--- config.mk ---
export PLATFORM = sky130hd
export DESIGN_NAME = addsub_seq
export DESIGN_NICKNAME = d
export VERILOG_FILES = /design/src/rtl/addsub_pkg.sv /design/src/rtl/addsub_chunk.sv /design/src/rtl/addsub_seq.sv
export SDC_FILE = /design/constraint.sdc
export NUM_CORES = 1
export LEC_CHECK = 0
export BUFFER_PORTS_ARGS = -buffer_cell sky130_fd_sc_hd__buf_2
export CORE_UTILIZATION = 56
export CTS_BUF_LIST = sky130_fd_sc_hd__clkbuf_4 sky130_fd_sc_hd__clkbuf_8
export DETAILED_ROUTE_END_ITERATION = 6
export PLACE_DENSITY = 0.9
export SETUP_SLACK_MARGIN = 0.2
export SLEW_MARGIN = 40
export SYNTH_ARGS = -nofsm -noshare
export SYNTH_HDL_FRONTEND = slang
export SYNTH_SLANG_ARGS = --single-unit
--- constraint.sdc ---
create_clock -name clk_i -period 2.7 [get_ports clk_i]
set_input_delay 0.405 -clock clk_i [delete_from_list [all_inputs] [get_ports clk_i]]
set_output_delay 0.405 -clock clk_i [all_outputs]
set_load 0.01 [all_outputs]
--- src/rtl/addsub_pkg.sv ---
// Shared definitions for the multi-cycle adder/subtractor: opcodes, FSM states and
// the counter-width helper.
package addsub_pkg;

    localparam logic OP_ADD = 1'b0;
    localparam logic OP_SUB = 1'b1;

    typedef enum logic [1:0] {
        S_IDLE,
        S_RUN,
        S_DONE
    } state_e;

    // Bits needed to count n chunks; never narrower than one bit.
    function automatic int unsigned cnt_width(input int unsigned n);
        return (n <= 1) ? 1 : $clog2(n);
    endfunction

endpackage

--- src/rtl/addsub_chunk.sv ---
// Combinational CHUNK-bit adder slice with carry in and carry out.
module addsub_chunk #(
    parameter int unsigned CHUNK = 8
) (
    input  logic [CHUNK-1:0] x_i,
    input  logic [CHUNK-1:0] y_i,
    input  logic             ci_i,
    output logic [CHUNK-1:0] s_o,
    output logic             co_o
);

    assign {co_o, s_o} = {1'b0, x_i} + {1'b0, y_i} + {{CHUNK{1'b0}}, ci_i};

endmodule

--- src/rtl/addsub_seq.sv ---
// Multi-cycle WIDTH-bit adder/subtractor: CHUNK bits per clock, LSB chunk first,
// with start/ready/done handshake and carry, overflow and zero flags.
module addsub_seq
    import addsub_pkg::*;
#(
    parameter int unsigned WIDTH = 32,
    parameter int unsigned CHUNK = 8
) (
    input  logic             clk_i,
    input  logic             rst_ni,
    input  logic             start_i,
    input  logic             op_i,
    input  logic [WIDTH-1:0] a_i,
    input  logic [WIDTH-1:0] b_i,
    output logic             ready_o,
    output logic             done_o,
    output logic [WIDTH-1:0] out_o,
    output logic             co_o,
    output logic             of_o,
    output logic             zf_o
);

    localparam int unsigned N    = WIDTH / CHUNK;
    localparam int unsigned CntW = cnt_width(N);
    localparam logic [CntW-1:0] LastCnt = CntW'(N - 1);

    if (CHUNK < 1 || CHUNK > WIDTH || (WIDTH % CHUNK) != 0) begin : gen_bad_params
        $error("addsub_seq: CHUNK must divide WIDTH and lie in 1..WIDTH");
    end

    state_e            state_q, state_d;
    logic [WIDTH-1:0]  opa_q, opa_d, opb_q, opb_d, res_q, res_d, out_q, out_d;
    logic [CntW-1:0]   cnt_q, cnt_d;
    logic              carry_q, carry_d, msba_q, msba_d, msbb_q, msbb_d;
    logic              co_q, co_d, of_q, of_d, zf_q, zf_d, done_q, done_d;

    logic [CHUNK-1:0]  sum;
    logic              sum_co;
    logic [WIDTH-1:0]  res_shift;

    addsub_chunk #(
        .CHUNK (CHUNK)
    ) u_chunk (
        .x_i  (opa_q[CHUNK-1:0]),
        .y_i  (opb_q[CHUNK-1:0]),
        .ci_i (carry_q),
        .s_o  (sum),
        .co_o (sum_co)
    );

    // New chunk enters at the MSB end so the result is aligned after N shifts.
    if (CHUNK == WIDTH) begin : gen_single
        assign res_shift = sum;
    end else begin : gen_multi
        assign res_shift = {sum, res_q[WIDTH-1:CHUNK]};
    end

    always_comb begin
        state_d = state_q;
        opa_d   = opa_q;
        opb_d   = opb_q;
        res_d   = res_q;
        cnt_d   = cnt_q;
        carry_d = carry_q;
        msba_d  = msba_q;
        msbb_d  = msbb_q;
        out_d   = out_q;
        co_d    = co_q;
        of_d    = of_q;
        zf_d    = zf_q;
        done_d  = 1'b0;
        case (state_q)
            S_IDLE: begin
                if (start_i) begin
                    opa_d   = a_i;
                    opb_d   = (op_i == OP_SUB) ? ~b_i : b_i;
                    carry_d = op_i;
                    cnt_d   = '0;
                    state_d = S_RUN;
                end
            end
            S_RUN: begin
                res_d   = res_shift;
                opa_d   = opa_q >> CHUNK;
                opb_d   = opb_q >> CHUNK;
                carry_d = sum_co;
                cnt_d   = cnt_q + CntW'(1);
                if (cnt_q == LastCnt) begin
                    // Operand sign bits sit at the top of the final chunk.
                    msba_d  = opa_q[CHUNK-1];
                    msbb_d  = opb_q[CHUNK-1];
                    state_d = S_DONE;
                end
            end
            S_DONE: begin
                out_d   = res_q;
                co_d    = carry_q;
                of_d    = (msba_q == msbb_q) && (res_q[WIDTH-1] != msba_q);
                zf_d    = (res_q == '0);
                done_d  = 1'b1;
                state_d = S_IDLE;
            end
            default: state_d = S_IDLE;
        endcase
    end

    always_ff @(posedge clk_i or negedge rst_ni) begin
        if (!rst_ni) begin
            state_q <= S_IDLE;
            opa_q   <= '0;
            opb_q   <= '0;
            res_q   <= '0;
            cnt_q   <= '0;
            carry_q <= 1'b0;
            msba_q  <= 1'b0;
            msbb_q  <= 1'b0;
            out_q   <= '0;
            co_q    <= 1'b0;
            of_q    <= 1'b0;
            zf_q    <= 1'b0;
            done_q  <= 1'b0;
        end else begin
            state_q <= state_d;
            opa_q   <= opa_d;
            opb_q   <= opb_d;
            res_q   <= res_d;
            cnt_q   <= cnt_d;
            carry_q <= carry_d;
            msba_q  <= msba_d;
            msbb_q  <= msbb_d;
            out_q   <= out_d;
            co_q    <= co_d;
            of_q    <= of_d;
            zf_q    <= zf_d;
            done_q  <= done_d;
        end
    end

    assign ready_o = (state_q == S_IDLE);
    assign done_o  = done_q;
    assign out_o   = out_q;
    assign co_o    = co_q;
    assign of_o    = of_q;
    assign zf_o    = zf_q;

endmodule

; After elaboration in Yosys (flattened, before gate mapping)
; Index checks and enable logic that the tools add are counted.
[word_totals]
register_bits = 139
latchBits = 0
mem_bits_rw = 0
mem_bits_ro = 0
inputBits = 68
output_inout_bits = 37
elab_cells = 44
memories = 0
[classes]
n_addsub = 3
n_mul = 0
n_div = 0
n_lt_le_gt_ge = 0
n_eq_ne = 7
n_shift = 0
n_mux = 13
n_bitwise = 1
reduce_logical = 7
[op_table]
columns = operator, n
row1 = case mux 32 bit (2 select lines), 2
row2 = 2-to-1 mux 32 bit, 3
row3 = logical NOT 32 bit, 1
row4 = NOT 32 bit, 1
row5 = adder 8 x 8 -> 9 bit, 1
row6 = adder 9 x 1 -> 9 bit, 1
row7 = case mux 2 bit (2 select lines), 2
row8 = 2-to-1 mux 2 bit, 3
row9 = AND reduction 2 bit, 3
row10 = "equality test 2 bit, second input constant", 2
row11 = "inequality test 2 bit, second input constant", 2
row12 = "adder 2 x 1 -> 2 bit, second input constant", 1
row13 = "equality test 2 x 1 -> 1 bit, second input constant", 1
row14 = logical NOT 2 bit, 1
row15 = 2-to-1 mux 1 bit, 2
row16 = case mux 1 bit (2 select lines), 1
row17 = nonzero test 2 bit, 1
row18 = equality test 1 bit, 1
row19 = logical AND 1 bit, 1
row20 = inequality test 1 bit, 1

; Logic depth before layout (Yosys ltp)
[logic_depth]
ltp_word = 4
ltp_mapped = 8
mapped_depth_nobuf = 8

; Cells and area by module
; Synthesis repeated with hierarchy kept, for this count alone.
[unflattened]
hier_cells = 532
hier_area_um2 = 6438.7
[by_module_without_submodules]
columns = mod, n_inst, cells_per_inst, area_each_um2, seq_area_each_um2
row1 = addsub_seq, 1, 492, 6107.1, 3478.3
row2 = addsub_chunk, 1, 40, 331.6, 0.0

; Worst setup path before layout
; OpenSTA, ideal clock, no wires.
[synth_timing]
kind = flip-flop to flip-flop
start = register opa_q[0]
end = register carry_q
setup_ps = 127
arrival_time_ps = 1912
required_ps = 2573
path_slack_ps = 662
stages_incl_launch_ff = 9
path_buffers = 0
period_less_slack_ps = 2038
cell_sequence = dfrtp_1 fa_1 inv_1 fa_1 nor2b_4 o31a_1 o31a_1 o211ai_1 o21ai_1
[synth_via]
elab_chain_len = 3
[synth_rtl]
columns = item, line_no
row1 = from (decl), addsub_seq.sv:32  ; logic [WIDTH-1:0] opa_q, opa_d, opb_q, opb_d, res_q, res_d, out_q, out_d;
row2 = from (signal assigned), addsub_seq.sv:124  ; opa_q <= opa_d;
row3 = adder 8 x 8 -> 9 bit, addsub_chunk.sv:12  ; assign {co_o, s_o} = {1'b0, x_i} + {1'b0, y_i} + {{CHUNK{1'b0}}, ci_i};
row4 = adder 9 x 1 -> 9 bit, addsub_chunk.sv:12
row5 = case mux 1 bit (2 select lines), addsub_seq.sv:72  ; case (state_q)
row6 = to (signal assigned), addsub_seq.sv:128  ; carry_q <= carry_d;
row7 = to (decl), addsub_seq.sv:34  ; logic carry_q, carry_d, msba_q, msba_d, msbb_q, msbb_d;
; Every way passes these cells.
; A chain may end at the register's enable or synchronous reset.

; Worst setup path after layout
; Same ends and word-level chain as after synthesis.

==> metrics.txt <==
status finished, final reports clean; Core Box Area 10,900 um2; Final Critical Period 2.19 ns; post-route ant nets 0; Cell Area, Synth 6330 um2; worst-path cell chain fa_1 -> inv_1 -> fa_1 -> nor2b_4 -> o31a_1 -> o31a_1 -> o211ai_1 -> o21ai_1; sum of negative setup slack 0 ns; WP data arrival 2.51 ns; family with the most delay on the worst path compound AO/OA/AOI/OAI gates; max_slew headroom 0.546; first-pass GRT wire length 24.7 mm; postcts setup bufs 0; GRT overflow 0; Final Hold Vio Count 0; Max VDD drop 0.752 mV; fin util 0.679; post-synthesis sequential area ratio 0.550; Horiz. Die Dim 108 um; Final #Nets 764; Sink Count 139; PostCTS Resize Cnt 0; Setup Skew 0.0155 ns; # rows 38; final RePlAce weighted congestion 0.832; drt pass-1 iters 5; via/cell ratio 6.09; cts bufs inserted 17; Post-synth EDFFs 0; async set-reset flop share out of synthesis 1.00; fraction of layout cells with a size suffix above 1 0.253; CTS Buffer Depth 2; Post-CTS Hold Buffers 1; Routed WL 15.1 mm; worst skew pair latency 0.44 ns; #FFs+latches synth 139; diode count 0; CP bufs+invs 1; setup violators final 0; vias in the first global route 5,067; Final HPWL DP 10.3 mm; crit start category flop; DRT iter0 DRCs 351; Yosys top cell area share 0.550; RSZ-0062 raised after global routing false; largest area contributor in the netlist dfrtp_1; GR Util met1 0.349; Worst-path clk slew 0.08 ns; fillers 803; Avg Cell Area, Syn 10.7 um2; GR Util met2 0.466; pin count of the biggest net entering global routing 74; CTS tree done; CP max FO 3; yosys warns 0; Layout area overhead 17.3%; Die ar. 11,700 um2; WL/cell 18.0 um; antenna violations before repair 0; GR Util met3 0.0651; placed insts 806; total power 9370 uW; Mapped Cells 589; total number of vias 5,107; achievable clock frequency 457 MHz; Critical Path RT 3.02 ns; Initial Util 0.579; CP Capture Type flop; CP max stage delay 0.48 ns; ranking of synthesized cells by area dfrtp_1 55%, o22ai_1 6.2%, nand2_1 5.3%, xor2_1 4.7%, a21oi_1 4.0%; Top Ports 105; Pleak 0.00361 uW; Residual DRC 0; grt peak-use layer met2; CP max-delay cell fa_1; post-route non-filler standard cell count 839; # Max-Cap Violations 0; Tot GR Track Use 0.277; Distinct cells, synth 41; Final period util 0.811; syn_nets 667; fin. max-slew vios 0; clock root buffer clkbuf_8; Hold Path Class in2reg; measured slew at the worst slew-check pin 0.681 ns; depth of the CTS H-tree 4; die extent in y 108 um; most frequent cell after synthesis dfrtp_1; PortBufs 104; Crit Path Class reg2reg; power per cell area 1260 nW/um2; Commonest cells post-synth 139 x dfrtp_1, 89 x nand2_1, 63 x o22ai_1; dominant synthesized flop cell dfrtp_1
## through the flow
step                      hold WS [ns]  instance area [um2]  setup WS, ns
after global routing             0.161                 7420         0.434
after detailed placement         0.459                 6960         0.520
after CTS                        0.165                 7420         0.519
after global placement           0.453                 6960         0.578
final                            0.178                 7420         0.510
after floorplan                  0.109                 6330         0.662
## worst register-to-register path, stage by stage, from the launching register on
cell      delay [ns]
dfrtp_1         0.42
fa_1            0.48
inv_1           0.09
fa_1            0.25
nor2b_4         0.06
o31a_1          0.27
o31a_1          0.26
o211ai_1        0.16
o21ai_1         0.09
## logic make-up after synthesis
logic type	after synthesis	synth area share
fa+ha+maj	10	0.0221
compound gates	194	0.190
buf+inv	48	0.0360
xor+xnor	35	0.0484
flops	139	0.550
simple gates	128	0.0917
mux	35	0.0623
## sequential cells by signal, summed over array words and instances, names as in the netlist
signal,count
carry_q,1
cnt_q,2
co_o,1
done_o,1
msba_q,1
msbb_q,1
of_o,1
opa_q,32
opb_q,32
out_o,32
res_q,32
state_q,2
zf_o,1
## worst paths after layout
| check | to | depth (start not counted) | start | slack (ns) |
|---|---|---|---|---|
| setup reg to reg | carry_q | 8 | opa_q[0] | 0.51 |
| setup / recovery | carry_q | 8 | opa_q[0] | 0.51 |
| hold reg to reg | out_o[29] | 1 | out_o[29] | 0.49 |
| max in group asynchronous | opb_q[2] | 3 | rst_ni | 1.42 |
| hold / removal | opa_q[28] | 2 | a_i[28] | 0.18 |
| min in group asynchronous | out_o[4] | 2 | rst_ni | 0.56 |
## per-layer routing
layer / part of all wire / vias to the layer above
li1: - / 2323
met1: 0.41 / 2508
met2: 0.51 / 244
met3: 0.056 / 32
met4: 0.026 / 0
met5: 0 / -
## placed cells by master, fill, tap and decap left out, drive strengths merged, types with 3 or more instances in the layout
cell type / synthesis / final
dfrtp: 139 / 139
buf: 24 / 118
nand2: 91 / 91
o22ai: 63 / 63
a21oi: 51 / 51
mux2: 35 / 35
xor2: 34 / 34
o21ai: 30 / 30
clkbuf: 17 / 19
a22o: 17 / 17
nor2b: 17 / 17
a22oi: 16 / 16
inv: 7 / 10
nor4: 8 / 8
ha: 8 / 8
nor2: 7 / 7
bufinv: 0 / 4
clkinv: 0 / 4
o21a: 3 / 3
a211oi: 3 / 3
## power breakdown
group	leakage, uW	internal (uW)	switching [uW]
registers	0.00175	3030	816
clock network	0.000220	1050	833
logic	0.00164	1560	2080
## cell type report
cell class / count / area (um2) / share of cell area
inverter: 7 / 26.3 / 0.00354
sequential: 139 / 3480 / 0.469
clock buffer: 19 / 255 / 0.0344
tap: 140 / 175 / 0.0236
timing repair buffer: 119 / 667 / 0.0899
multi-input combinational: 402 / 2630 / 0.354
clock inverter: 13 / 189 / 0.0255
No activity file was read; power rests on OpenSTA's default activity.
